--- src/rtl/ariane_mem2axi.sv ---
// Single-outstanding bridge from a req/gnt memory port to an AXI4 master.
// Every transaction is one beat (len 0, INCR) with a fixed ID.
module ariane_mem2axi #(
  parameter int unsigned AXI_ADDR_WIDTH = 64,
  parameter int unsigned AXI_DATA_WIDTH = 64,
  parameter int unsigned AXI_ID_WIDTH   = 4,
  parameter int unsigned AXI_ID         = 0
) (
  input  logic                        clk_i,
  input  logic                        rst_i,
  // memory port
  input  logic                        mem_req_i,
  output logic                        mem_gnt_o,
  input  logic [AXI_ADDR_WIDTH-1:0]   mem_addr_i,
  input  logic                        mem_we_i,
  input  logic [AXI_DATA_WIDTH-1:0]   mem_wdata_i,
  input  logic [AXI_DATA_WIDTH/8-1:0] mem_strb_i,
  output logic                        mem_rvalid_o,
  output logic [AXI_DATA_WIDTH-1:0]   mem_rdata_o,
  output logic                        mem_err_o,
  // AW
  output logic                        aw_valid_o,
  input  logic                        aw_ready_i,
  output logic [AXI_ADDR_WIDTH-1:0]   aw_addr_o,
  output logic [AXI_ID_WIDTH-1:0]     aw_id_o,
  output logic [2:0]                  aw_size_o,
  output logic [7:0]                  aw_len_o,
  output logic [1:0]                  aw_burst_o,
  // W
  output logic                        w_valid_o,
  input  logic                        w_ready_i,
  output logic [AXI_DATA_WIDTH-1:0]   w_data_o,
  output logic [AXI_DATA_WIDTH/8-1:0] w_strb_o,
  output logic                        w_last_o,
  // B
  input  logic                        b_valid_i,
  output logic                        b_ready_o,
  input  logic [1:0]                  b_resp_i,
  // AR
  output logic                        ar_valid_o,
  input  logic                        ar_ready_i,
  output logic [AXI_ADDR_WIDTH-1:0]   ar_addr_o,
  output logic [AXI_ID_WIDTH-1:0]     ar_id_o,
  output logic [2:0]                  ar_size_o,
  output logic [7:0]                  ar_len_o,
  output logic [1:0]                  ar_burst_o,
  // R
  input  logic                        r_valid_i,
  output logic                        r_ready_o,
  input  logic [AXI_DATA_WIDTH-1:0]   r_data_i,
  input  logic [1:0]                  r_resp_i
);

  localparam int unsigned SW  = AXI_DATA_WIDTH / 8;
  localparam int unsigned OFF = $clog2(SW);

  typedef enum logic [2:0] {
    IDLE,
    WR,
    WAIT_B,
    RD,
    WAIT_R
  } state_e;

  state_e                      state_q;
  logic [AXI_ADDR_WIDTH-1:0]   addr_q;
  logic [AXI_DATA_WIDTH-1:0]   wdata_q;
  logic [SW-1:0]               strb_q;
  logic                        aw_valid_q, w_valid_q, ar_valid_q;
  logic                        b_ready_q, r_ready_q;
  logic                        rvalid_q, err_q;
  logic [AXI_DATA_WIDTH-1:0]   rdata_q;

  logic [AXI_ADDR_WIDTH-1:0]   addr_aligned;
  logic                        aw_done, w_done;

  assign addr_aligned = mem_addr_i & ~AXI_ADDR_WIDTH'(SW - 1);

  // A channel is done once its valid has dropped or it handshakes this cycle.
  assign aw_done = ~aw_valid_q | aw_ready_i;
  assign w_done  = ~w_valid_q  | w_ready_i;

  assign mem_gnt_o = (state_q == IDLE) & mem_req_i & ~rst_i;

  always_ff @(posedge clk_i or posedge rst_i) begin
    if (rst_i) begin
      state_q    <= IDLE;
      addr_q     <= '0;
      wdata_q    <= '0;
      strb_q     <= '0;
      aw_valid_q <= 1'b0;
      w_valid_q  <= 1'b0;
      ar_valid_q <= 1'b0;
      b_ready_q  <= 1'b0;
      r_ready_q  <= 1'b0;
      rvalid_q   <= 1'b0;
      err_q      <= 1'b0;
      rdata_q    <= '0;
    end else begin
      rvalid_q <= 1'b0;
      unique case (state_q)
        IDLE: begin
          if (mem_req_i) begin
            addr_q  <= addr_aligned;
            wdata_q <= mem_wdata_i;
            strb_q  <= mem_strb_i;
            if (mem_we_i) begin
              aw_valid_q <= 1'b1;
              w_valid_q  <= 1'b1;
              state_q    <= WR;
            end else begin
              ar_valid_q <= 1'b1;
              state_q    <= RD;
            end
          end
        end
        WR: begin
          if (aw_valid_q && aw_ready_i) aw_valid_q <= 1'b0;
          if (w_valid_q && w_ready_i)   w_valid_q  <= 1'b0;
          if (aw_done && w_done) begin
            b_ready_q <= 1'b1;
            state_q   <= WAIT_B;
          end
        end
        WAIT_B: begin
          if (b_valid_i) begin
            b_ready_q <= 1'b0;
            rvalid_q  <= 1'b1;
            err_q     <= (b_resp_i != 2'b00);
            rdata_q   <= '0;
            state_q   <= IDLE;
          end
        end
        RD: begin
          if (ar_ready_i) begin
            ar_valid_q <= 1'b0;
            r_ready_q  <= 1'b1;
            state_q    <= WAIT_R;
          end
        end
        WAIT_R: begin
          if (r_valid_i) begin
            r_ready_q <= 1'b0;
            rvalid_q  <= 1'b1;
            err_q     <= (r_resp_i != 2'b00);
            rdata_q   <= r_data_i;
            state_q   <= IDLE;
          end
        end
        default: state_q <= IDLE;
      endcase
    end
  end

  assign mem_rvalid_o = rvalid_q;
  assign mem_rdata_o  = rdata_q;
  assign mem_err_o    = err_q;

  assign aw_valid_o = aw_valid_q;
  assign aw_addr_o  = addr_q;
  assign aw_id_o    = AXI_ID_WIDTH'(AXI_ID);
  assign aw_size_o  = 3'(OFF);
  assign aw_len_o   = 8'd0;
  assign aw_burst_o = 2'b01;

  assign w_valid_o  = w_valid_q;
  assign w_data_o   = wdata_q;
  assign w_strb_o   = strb_q;
  assign w_last_o   = 1'b1;

  assign b_ready_o  = b_ready_q;

  assign ar_valid_o = ar_valid_q;
  assign ar_addr_o  = addr_q;
  assign ar_id_o    = AXI_ID_WIDTH'(AXI_ID);
  assign ar_size_o  = 3'(OFF);
  assign ar_len_o   = 8'd0;
  assign ar_burst_o = 2'b01;

  assign r_ready_o  = r_ready_q;

endmodule
--- config.mk ---
export PLATFORM = sky130hd
export DESIGN_NAME = ariane_mem2axi
export DESIGN_NICKNAME = d
export VERILOG_FILES = /design/src/rtl/ariane_mem2axi.sv
export SDC_FILE = /design/constraint.sdc
export NUM_CORES = 1
export LEC_CHECK = 0
export ABC_AREA = 1
export CORE_AREA = 2 2 202 204
export CTS_CLUSTER_DIAMETER = 60
export DETAILED_ROUTE_END_ITERATION = 8
export DIE_AREA = 0 0 204 206
export PLACE_DENSITY_LB_ADDON = 0.25
export SETUP_SLACK_MARGIN = 0.5
export SYNTH_ARGS = -nofsm -noshare
export SYNTH_HDL_FRONTEND = slang
export SYNTH_SLANG_ARGS = --single-unit
--- constraint.sdc ---
create_clock -name clk_i -period 5.9 [get_ports clk_i]
set_input_delay 0.59 -clock clk_i [delete_from_list [all_inputs] [get_ports clk_i]]
set_output_delay 0.59 -clock clk_i [all_outputs]
set_load 0.03 [all_outputs]
* Word level (Yosys, flattened, before mapping)
Cells that the tools add are included.
** Word-level totals
- Flip-flop bits (word level) :: 207
- Bits in latches :: 0
- RAM bits :: 0
- Bits in read-only memories :: 0
- Input bits :: 213
- Output and inout bits :: 307
- Logic and storage cells :: 83
- Memories kept :: 0
** Cells by class
- Add/subtract/negate cells :: 0
- Multipliers :: 0
- Div/mod/pow operators :: 0
- Magnitude comparators :: 0
- Eq/ne operators :: 13
- Shift-type cells :: 0
- Multiplexer cells :: 32
- Bitwise operators :: 7
- Reduce and logical (&&, ||, !) cells :: 19
** Operators with widths (count)
- 64-bit two-way mux :: 2
- 64-bit case mux with 2 select lines :: 1
- 2-bit inequality test, second input constant :: 9
- 1-bit two-way mux :: 15
- 3-bit two-way mux :: 5
- 3-bit case mux with 5 select lines :: 1
- 1-bit case mux with 2 select lines :: 7
- 2-bit nonzero test :: 7
- 4-bit AND reduction :: 3
- 3-bit AND reduction :: 3
- 3-bit by 2-bit == test with 1-bit output, second input constant :: 2
- 5-bit AND reduction :: 1
- 3-bit by 1-bit == test with 1-bit output, second input constant :: 1
- 3-bit == test, second input constant :: 1
- 1-bit logical AND :: 3
- 3-bit logical NOT :: 1
- 1-bit inverter :: 3
- 1-bit bitwise AND :: 2
- 2-bit two-way mux :: 1
- 1-bit bitwise OR :: 2
- 2-bit AND reduction :: 1

* Longest topological paths before layout
- Depth after elaboration :: 5
- Gate-level depth with buffers :: 8
- Gate-level depth less buffers :: 8

* Least setup slack after synthesis
OpenSTA, ideal clock, no wires.
- Path type :: input to output
- Start point :: in mem_req_i
- End point :: out mem_gnt_o
- Data arrival time :: 1520 ps
- Data required time :: 5310 ps
- Path slack :: 3790 ps
- Stages :: 5
- Path buffers :: 1
- Cells stage by stage :: inv_1 nor2_4 inv_2 clkbuf_1 nor2_1
** On the way
- Word-level cells in the longest chain between the ends :: 2
** Ends and longest elaborated chain
- from (decl) :: line 12 : input logic mem_req_i,
- 1-bit bitwise AND (2 in a row) :: line 83 : assign mem_gnt_o = (state_q == IDLE) & mem_req_i & ~rst_i;
- to (decl) :: line 13 : output logic mem_gnt_o,
Every way passes these cells.

* Worst setup path in the final report
- Start point :: reg state_q[2]
- End point :: out mem_gnt_o
** On the way
- Word-level cells in the longest chain between the ends :: 3
** Ends and longest elaborated chain
- from (decl) :: line 65 : state_e state_q;
- from (signal assigned) :: line 87 : state_q <= IDLE;
- from (signal assigned) :: line 110 : state_q <= WR;
- from (signal assigned) :: line 113 : state_q <= RD;
- 3-bit logical NOT :: line 83
- 1-bit bitwise AND (2 in a row) :: line 83
Every way passes these cells.

==> results.sh <==
export IMPL_hold_depth=2
export IMPL_clockBufferDepth=3
export IMPL_critical_path_class="register to output pin"
export IMPL_p_leak_nw=6.969
export IMPL_grt_antenna_before_repair=2
export IMPL_power_density_mw_per_mm2=605.1
export IMPL_max_freq_mhz=323.4
export IMPL_avgViaCountPerCell=3.954
export IMPL_layout_commonest_cell="nand2_1"
export IMPL_synthCells=1020
export IMPL_cp_top_family="buffers and inverters"
export IMPL_rsz0062_at_grt="no"
export IMPL_grtUsageMet2_pct=23.09
export IMPL_start_kind="register"
export IMPL_postCtsHoldBufs=0
export IMPL_cts_tree="done"
export IMPL_reg2reg_slack_ns=3.42
export IMPL_ff2ff_path_depth=7
export IMPL_path_cells="nor2_4 > nand2_2 > nor2_4 > inv_4 > nor2_1 > clkdlybuf4s50_1"
export IMPL_synth_largest_area_cell="dfrtp_1"
export IMPL_clock_root_buffer="clkbuf_16"
export IMPL_syn2layout_area_growth_pct=63.42
export IMPL_setup_viol=0
export IMPL_cts_htree_levels=1
export IMPL_crit_top_cell="nor2_4"
export IMPL_ios=520
export IMPL_grt_most_used_layer="met2"
export IMPL_cts_made_buffers=28
export IMPL_arrival_ns=2.50
export IMPL_drt_initial_drc_count=387
export IMPL_synth_cell_types=20
export IMPL_grt_pass1_wl_um=44640
export IMPL_grt_max_degree=106
export IMPL_grt_use_met1_pct=16.17
export IMPL_ys_seq_area_share_pct=58.77
export IMPL_post_cts_resized=0
export IMPL_die_h_um=206
export IMPL_slowest_stage="clkdlybuf4s50_1"
export IMPL_path_clk_slew_ns=0.05
export IMPL_min_to="w_data_o[52]$_DFFE_PP0P_"
export IMPL_irDropWorstVdd_mv=0.2138
export IMPL_post_cts_buffers=0
export IMPL_hp_class="register to register"
export IMPL_yosysWarnings=0
export IMPL_wirelength_um=30160
export IMPL_syn_cell_area_mm2=0.008813
export IMPL_synth_seq_cells=207
export IMPL_postSynthAreaPerCell_um2=8.641
export IMPL_synth_top_area_share_pct=58.77
export IMPL_max_slew_margin_rel_pct=20.60
export IMPL_drv_cap=0
export IMPL_place_congestion=0.7932
export IMPL_io_buffers=475
export IMPL_via_count=7790
export IMPL_die_w_um=204
export IMPL_holdWs_ns=0.4648
export IMPL_cp_slowest_stage_delay_ns=0.72
export IMPL_grt_pass1_vias=7545
export IMPL_first_pass_iters=4
export IMPL_core_area_mm2=0.04018
export IMPL_dp_hpwl_um=21210
export IMPL_rr_startpoint="state_q[2]$_DFFE_PP0P_"
export IMPL_dieArea_mm2=0.04202
export IMPL_grt_remaining_overflow=0
export IMPL_post_route_min_period_ns=3.092
export IMPL_status="finished clean"
export IMPL_route_detailed_drc=0
export IMPL_initial_core_util_pct=21.93
export IMPL_path_max_fanout=62
export IMPL_rr_endpoint="ar_addr_o[53]$_DFFE_PP0P_"
export IMPL_finClkSkew_ns=0.01954
export IMPL_wl_per_cell_um=15.31
export IMPL_cp_buffers_inverters=2
export IMPL_drv_slew=0
export IMPL_insertedDiodeCount=0
export IMPL_cts_sinks=207
export IMPL_clock_latency_ns=0.54
export IMPL_layout_common_cells="nand2_1, clkdlybuf4s50_1, dfrtp_1, nand3_1, conb_1"
export IMPL_critical_path_required_ns=5.31
export IMPL_tns_ns=0
export IMPL_hold_start="w_data_o[52]$_DFFE_PP0P_"
export IMPL_drive_above_1_share_pct=4.312
export IMPL_crit_path_end_kind="output pin"
export IMPL_grt_util_all_layers_pct=13.50
export IMPL_final_hold_viol_count=0
export IMPL_final_nets=1633
export IMPL_worstMarginPinSlew_ns=1.189
export IMPL_netlist_top_cells_area="dfrtp_1, nand2_1, buf_4"
export IMPL_fin_crit_sh_pct=52.41
export IMPL_grt_use_met3_pct=4.620
export IMPL_rows=74
export IMPL_antenna_left=0
[metal layers]
metal	part of all wire (%)	wire, um
met5	0.090	27
met4	1.8	541
met3	9.8	2953
met2	48	14510
met1	40	12130
[sequential cells by signal, indices dropped and copies added (netlist names), 3 cells and up]
name and flops:
ar_addr_o 61, mem_rdata_o 64, state_q 3, w_data_o 64, w_strb_o 8
[stage by stage]
| stage | instance area, um2 | cells | utilization [%] | power (W) | worst slack [ns] |
|---|---|---|---|---|---|
| floorplan | 8964 | 1059 | - | 0.005223 | 2.624 |
| global placement | 13440 | 1922 | 33.45 | 0.007040 | 2.832 |
| detailed placement | 13440 | 1922 | 33.45 | 0.007076 | 2.823 |
| CTS | 14400 | 1970 | 35.84 | 0.008865 | 2.701 |
| global route | 14400 | 1970 | 35.84 | 0.009232 | 2.609 |
| finish | 14400 | 1970 | 35.84 | 0.008715 | 2.808 |
[worst min-delay path, cell delays in order (launching register included)]
cell	delay, ns
dfrtp_1	0.33
nand2_1	0.05
nand2_1	0.04
[cell usage after synthesis (all sizes together)]
cell type and number:
nand2 549, dfrtp 207, buf 138, nand3 72
inv 15, clkbuf 13, nor2 12, o21ai 7
a21oi 2, conb 2, a31oi 1, and2 1
or2 1
[kinds of logic after synthesis]
| logic type | count (synthesis) | synth area share, % |
|---|---|---|
| other | 2 | 0.08521 |
| and+or+nand+nor | 635 | 28.35 |
| buffers and inverters | 166 | 12.21 |
| DFF | 207 | 58.77 |
| AOI/OAI and AO/OA | 10 | 0.5821 |
[power breakdown]
part / internal, W / switching [W]
Clock: 0.00108 / 0.000645
Sequential: 0.00204 / 0.000420
Combinational: 0.00175 / 0.00278
Total: 0.00487 / 0.00384
[area by class of cell]
type | instances | area, um2
inverter | 15 | 62.56
sequential | 207 | 5180
clock buffer | 39 | 843.3
fill | 4168 | 25780
multi-input combinational | 686 | 2714
clock inverter | 9 | 117.6
timing repair buffer | 482 | 4820
tap | 532 | 665.6
[worst max-delay path by stage]
stage                                 startpoint                   endpoint  slack, ns  depth (start not counted)
after floorplan                            rst_i  ar_addr_o[10]$_DFFE_PP0P_       2.62                          1
after global placement                 mem_req_i                  mem_gnt_o       2.83                          6
after detailed placement               mem_req_i                  mem_gnt_o       2.82                          6
after CTS                 state_q[2]$_DFFE_PP0P_                  mem_gnt_o       2.70                          6
after global routing      state_q[2]$_DFFE_PP0P_                  mem_gnt_o       2.61                          6
final                     state_q[2]$_DFFE_PP0P_                  mem_gnt_o       2.81                          6
(Power assumes the default switching activity.)
